[src/rtl/grf_pkg.sv]
// Shared constants and word type for the general-purpose register file and its ALU neighbours.
package grf_pkg;

  localparam int GRF_DATA_W = 32;
  localparam int GRF_ADDR_W = 5;
  localparam int NUM_REGS   = 2 ** GRF_ADDR_W;
  localparam int REG_ZERO   = 0;

  typedef logic [GRF_DATA_W-1:0] word_t;

endpackage : grf_pkg

[src/rtl/grf_read_port.sv]
// One combinational read port: zero-register forcing plus optional write-to-read bypass.
module grf_read_port
  import grf_pkg::*;
#(
  parameter int DATA_W = GRF_DATA_W,
  parameter int ADDR_W = GRF_ADDR_W,
  parameter int BYPASS = 1
) (
  input  logic [ADDR_W-1:0] addr,
  input  logic [DATA_W-1:0] regs [1:(2**ADDR_W)-1],
  input  logic              we,
  input  logic [ADDR_W-1:0] a3,
  input  logic [DATA_W-1:0] wd,
  input  logic              reset,
  output logic [DATA_W-1:0] rd
);

  logic is_zero;
  logic bypass_hit;

  assign is_zero    = (addr == ADDR_W'(REG_ZERO));
  // A reset cycle never forwards WD, so RD shows the stored value until the clear lands.
  assign bypass_hit = (BYPASS != 0) && we && !reset && (a3 == addr);

  // NOTE: rd gets a default before any branch so no path leaves it unassigned (no latch).
  always_comb begin
    rd = '0;
    if (!is_zero) begin
      if (bypass_hit) rd = wd;
      else            rd = regs[addr];
    end
  end

endmodule : grf_read_port

[src/rtl/grf_operand_file.sv]
// 2**ADDR_W x DATA_W register file feeding ALU operands A/B; register 0 reads as zero.
module grf_operand_file
  import grf_pkg::*;
#(
  parameter int DATA_W = GRF_DATA_W,
  parameter int ADDR_W = GRF_ADDR_W,
  parameter int BYPASS = 1
) (
  input  logic              clk,
  input  logic              reset,
  input  logic              WE,
  input  logic [ADDR_W-1:0] A1,
  input  logic [ADDR_W-1:0] A2,
  input  logic [ADDR_W-1:0] A3,
  input  logic [DATA_W-1:0] WD,
  output logic [DATA_W-1:0] RD1,
  output logic [DATA_W-1:0] RD2
);

  localparam int NREGS = 2 ** ADDR_W;

  // Register 0 has no storage at all; the read ports synthesise its zero.
  logic [DATA_W-1:0] regs [1:NREGS-1];

  // NOTE: the array is cleared on reset because reads must be defined for every address
  //       afterwards; state updates use non-blocking assignments so all ports see pre-edge values.
  always_ff @(posedge clk) begin
    if (reset) begin
      for (int i = 1; i < NREGS; i++) regs[i] <= '0;
    end else if (WE && (A3 != ADDR_W'(REG_ZERO))) begin
      regs[A3] <= WD;
    end
  end

  grf_read_port #(.DATA_W(DATA_W), .ADDR_W(ADDR_W), .BYPASS(BYPASS)) u_rd1 (
    .addr  (A1),
    .regs  (regs),
    .we    (WE),
    .a3    (A3),
    .wd    (WD),
    .reset (reset),
    .rd    (RD1)
  );

  grf_read_port #(.DATA_W(DATA_W), .ADDR_W(ADDR_W), .BYPASS(BYPASS)) u_rd2 (
    .addr  (A2),
    .regs  (regs),
    .we    (WE),
    .a3    (A3),
    .wd    (WD),
    .reset (reset),
    .rd    (RD2)
  );

endmodule : grf_operand_file

[config.mk]
export PLATFORM = sky130hd
export DESIGN_NAME = grf_operand_file
export DESIGN_NICKNAME = d
export VERILOG_FILES = /design/src/rtl/grf_pkg.sv /design/src/rtl/grf_read_port.sv /design/src/rtl/grf_operand_file.sv
export SDC_FILE = /design/constraint.sdc
export NUM_CORES = 2
export LEC_CHECK = 0
export CAP_MARGIN = 20
export CORE_MARGIN = 10
export CORE_UTILIZATION = 25
export DETAILED_ROUTE_END_ITERATION = 10
export DONT_BUFFER_PORTS = 1
export PLACE_DENSITY = 0.41
export SLEW_MARGIN = 40
export SYNTH_ARGS = -nofsm -noshare
export SYNTH_HDL_FRONTEND = slang
export SYNTH_SLANG_ARGS = --single-unit
[constraint.sdc]
create_clock -name clk -period 6.5 [get_ports clk]
set_clock_uncertainty 0.1 [all_clocks]
set_input_delay 0.65 -clock clk [delete_from_list [all_inputs] [get_ports clk]]
set_output_delay 0.65 -clock clk [all_outputs]
set_load 0.03 [all_outputs]
# Yosys cells after proc, flatten, opt, wreduce, memory -nomap -nowiden
# Cells that the tools add are included.
totals:
  ff_bits: 992
  latch_bits: 0
  ram_bits: 0
  rom_bits: 0
  inputBits: 50
  output_inout_bits: 64
  n_memories: 0
op_classes:
  n_addsub: 0
  multipliers: 0
  div_mod_pow: 0
  order_cmp: 4
  eq_ne: 2
  shift: 0
  mux: 13
  bitwise_logic: 3
  reduce_logical: 9
op_table:
  columns: ["op", "count"]
  rows:
  - ["$bwmux W992", 1]
  - ["$bmux W32 S5", 2]
  - ["$mux W32", 9]
  - ["$demux W32 S5", 1]
  - ["$ge A6 B6 Y1 const B", 3]
  - ["$not A5 Y6", 3]
  - ["$eq A5 B5 Y1", 2]
  - ["$logic_not A5 Y1", 2]
  - ["$lt A6 B1 Y1 const B", 1]
  - ["$logic_and A1 B1 Y1", 5]
  - ["$reduce_bool A5 Y1", 1]
  - ["$logic_not A1 Y1", 1]

# Depth between registers and ports, before layout
depth:
  word_depth: 6
  mapped_depth: 9
  mapped_depth_nobuf: 5

# By module
# Synthesis repeated with hierarchy kept, for this count alone.
hier_totals:
  hier_cells: 4938
  area_unflattened_um2: 54456.0
modules_own_cells:
  columns: ["module", "instances", "cells_per_inst", "area_per_inst_um2", "seq_area_each_um2"]
  rows:
  - ["grf_operand_file", 1, 3366, 38007.7, 19859.0]
  - ["grf_read_port", 2, 786, 8224.1, 0.0]

# Worst setup path before layout
# Ideal clock, no wire load.
synth_timing:
  path_kind: "input to output"
  from: "in A2[0]"
  to: "out RD2[20]"
  arrival_ns: 2.842
  setup_slack_ns: 2.908
  stages: 9
  n_path_buf: 5
  cell_sequence: "buf_4 > buf_6 > buf_6 > buf_6 > buf_6 > a22oi_1 > o21ai_0 > o22ai_1 > o41ai_1"
synth_via:
  elab_chain_cells: 6
  word_cells_on_any_way: 9
synth_lines:
  columns: ["element", "line", "text"]
  rows:
  - ["from (decl)", "grf_operand_file.sv:13", "input logic [ADDR_W-1:0] A2,"]
  - ["$not A5 Y6 (not written as such)", "grf_read_port.sv:30", "else rd = regs[addr];"]
  - ["$bmux W32 S5", "grf_read_port.sv:30", null]
  - ["$mux W32 (not written as such) (2 in series)", "grf_read_port.sv:30", null]
  - ["$mux W32", "grf_read_port.sv:29", "if (bypass_hit) rd = wd;"]
  - ["$mux W32 *", "grf_read_port.sv:28", "if (!is_zero) begin"]
  - ["to (decl)", "grf_operand_file.sv:17", "output logic [DATA_W-1:0] RD2"]
# Every way passes the cells marked *; elsewhere a longest branch is shown, timed or not. The select of a mux whose other input is x is not followed.

# Worst setup path after layout
layout_timing:
  from: "in A2[0]"
  to: "out RD2[1]"
# Same word-level chain as after synthesis.

==> flow_metrics.py <==
metrics = {
    "placement": {
        "io_buffers": 0,
        "gp_congestion": 0.823,
        "place_inst": 8116,
        "hpwl_microns": 129000,
    },
    "power_and_ir_drop": {
        "ir_drop_mv": 0.198,
        "pwr_density_cell_nw_per_um2": 242,
        "leakagePower_uw": 0.0177,
    },
    "die": {
        "initial_core_util_pct": 25.2,
        "core-area_sq_um": 202000,
        "ios": 114,
        "rows": 165,
        "die_h_microns": 471,
        "die_w_microns": 471,
        "dieArea_sq_um": 222000,
    },
    "synthesis": {
        "synthXorXnorAreaFrac_pct": 0.172,
        "avgSynthCellArea_sq_um": 8.49,
        "async_flop_share_pct": 0,
        "synthesis.area_sq_um": 50900,
        "synth_compound_area_share_pct": 15.6,
        "synth_nets": 6043,
        "synth.area.top_cells": "dfxtp_1 (39%), mux4_2 (18%), nand2_1 (15%)",
        "synthFlopType": "dfxtp_1",
        "yosys.area_share.simple_pct": 17.5,
        "seq_area_frac_synth_pct": 39.0,
        "synth_top_family_by_area": "multiplexers",
        "synth-edff-count": 0,
        "yosys.area_share.adder_pct": 0,
        "yosys_warnings": 0,
        "ys_top_cells_by_count": "nand2_1 (2081), a21oi_1 (1088), dfxtp_1 (992)",
        "synth_cells": 5993,
        "yosysTopAreaCell": "dfxtp_1",
        "synthMuxAreaShare_pct": 22.2,
        "synth_most_common_cell": "nand2_1",
        "synth-seq-cells": 992,
        "synthDominantCellAreaShare_pct": 39.0,
        "synth.distinct_cells": 49,
    },
    "drt": {
        "drc": 0,
        "drtAntennaViolNets": 0,
        "vias": 45207,
        "met2_wirelength_microns": 107000,
        "wl_microns": 236000,
        "drtIter0Drc": 5425,
        "first_pass_iters": 6,
        "viasPerCell": 5.41,
        "wl_met3_microns": 16300,
        "wl_per_cell_microns": 28.2,
        "top_layer": "met5",
        "m1WireLength_microns": 103000,
    },
    "setup_path": {
        "cpMaxStageDelayCell": "buf_16",
        "cp_max_fo": 99,
        "timing_worst_setup_path_type": "in2out",
        "cp-end-kind": "output port",
        "path_buf_inv": 3,
        "r2r_start": "regs[825]",
        "worstPathArrival_ns": 4.30,
        "rr_worst_depth": 2,
        "slowest_delay_ns": 0.69,
        "path_common_cell": "buf_16",
        "cp-endpoint": "RD2[1]",
        "worstSetupStartpointType": "primary input",
        "regToRegEndpoint": "regs[825]",
        "path_delay_family": "buffers and inverters",
        "worstPathRequired_ns": 5.75,
        "path_cells": "buf_16, buf_16, buf_16, mux4_2, mux2i_1, nand2_1, a32o_1",
        "cp-startpoint": "A2[0]",
        "reg2reg_slack_ns": 5.62,
        "crit_cells": 7,
    },
    "clock_tree": {
        "cts_root_buffer": "clkbuf_16",
        "post_cts_buffers": 0,
        "htree_levels": 3,
        "cts_hold_buf": 32,
        "cts.clk_slew.worst_paths_ns": 0.06,
        "cts_buffers": 112,
        "clock_path_buffers": 3,
        "clk_latency_ns": 0.74,
        "cts_resized": 0,
        "cts_tree": "built",
        "cts.sinks": 992,
    },
    "sta": {
        "tns_ns": 0,
        "timing.fmax_mhz": 198,
        "period_minus_slack_ns": 5.05,
        "setup_viol": 0,
        "rsz0062_at_grt": "false",
        "worst_pin_slew_ns": 3.09,
        "relSlewSlack_pct": -106,
        "final_max_slew_viol_count": 888,
        "hold_violations": 0,
        "fin_crit_sh_pct": 77.7,
    },
    "final_layout": {
        "largest_register": "regs",
        "reg_top3": "regs: 992 flops",
        "drive_above_1_share_pct": 15.9,
        "area_growth_pct": 12.3,
        "multi_input_area_sq_um": 28700,
        "seqCellArea_sq_um": 19900,
        "largest_reg_flops": 992,
        "layout.cells.non_filler": 8361,
        "fin_nets": 5646,
        "nFillCells": 21270,
    },
    "min_path": {
        "min_path_type": "in2reg",
        "min_path_cells": 3,
    },
    "global_routing": {
        "track_usage_pct": 20.2,
        "antenna_found_initial": 8,
        "grt_pass1_wl_microns": 333000,
        "grt_max_degree": 994,
        "grt_pass1_vias": 42151,
        "grt.overflow.total": 0,
    },
    "run": {
        "cap_viol_max_count": 0,
    },
    "run_status": {
        "violations": "max-slew violations",
        "status": "finished, violations left",
    },
}
==> layout by cell type (no fill, tap or decap), types with 7 or more instances in the layout <==
master	n
a221oi_1	9
nor3_1	10
clkinv_2	13
buf_12	33
o22ai_1	61
nor2b_1	26
nor2_4	29
a211oi_1	16
or3_1	22
nand2b_1	7
clkbuf_16	113
nor2_1	74
o221ai_1	40
dfxtp_1	992
o22a_1	40
mux4_2	400
mux2_2	95
o21ai_0	58
a21oi_1	1082
nand2_1	2049
clkbuf_8	34
buf_4	94
clkbuf_1	33
nand2_2	27
a22oi_1	39
mux2i_1	123
a31oi_1	48
a32o_1	25
==> area by class of cell <==
cell class	count	share of cell area (%)
Clock inverter	25	0.527
Sequential cell	992	34.7
Multi-Input combinational cell	4354	50.2
Clock buffer	180	5.98
Timing Repair Buffer	136	2.67
Antenna cell	2	0.00875
Tap cell	2672	5.85
==> worst min-delay path, delay by kind of cell <==
kind	cells	cell delay, ns
AOI/OAI and AO/OA	1	0.05
buffers and inverters	1	0.15
and+or+nand+nor	1	0.07
==> metal layers <==
metal / track usage (%) / vias to the layer above
met4: 7.64 / 2
li1: - / 20032
met3: 3.13 / 373
met2: 32.0 / 1861
met1: 27.6 / 22939
met5: 0 / -
==> how the worst min path moves through the flow <==
stage                   start   endpoint  slack (ns)
floorplan           regs[896]  regs[896]        0.34
global placement    regs[402]  regs[402]        0.35
detailed placement  regs[611]  regs[611]        0.36
CTS                     reset  regs[249]       0.005
global route           WD[29]   regs[61]        0.11
finish                 WD[11]   regs[43]        0.13
==> where the power goes <==
part | total (uW) | leakage, uW | internal, uW | switching, uW
sequential | 6160 | 0.00800 | 6120 | 32.0
combinational | 1090 | 0.00791 | 368 | 719
clock | 6590 | 0.00183 | 3780 | 2810
==> cells by family after synthesis <==
logic type                after synthesis
DFF                                   992
buffers and inverters                 647
muxes                                 618
xor gates and xnor gates               10
AOI/OAI and AO/OA                    1434
and+or+nand+nor                      2292
==> metrics by stage <==
step                setup slack, ns  cell area (sq um)  utilization, %  total power [uW]  hold slack, ns
floorplan                      2.91              50900               -              7130           0.342
global placement               1.90              52600            26.0              7100           0.348
detailed placement             2.18              52700            26.0              7110           0.355
CTS                            2.22              57000            28.2             13900         0.00519
global route                   1.18              57200            28.3             14200           0.108
finish                         1.45              57200            28.3             13800           0.130
Power figures use the tool's default switching activity.
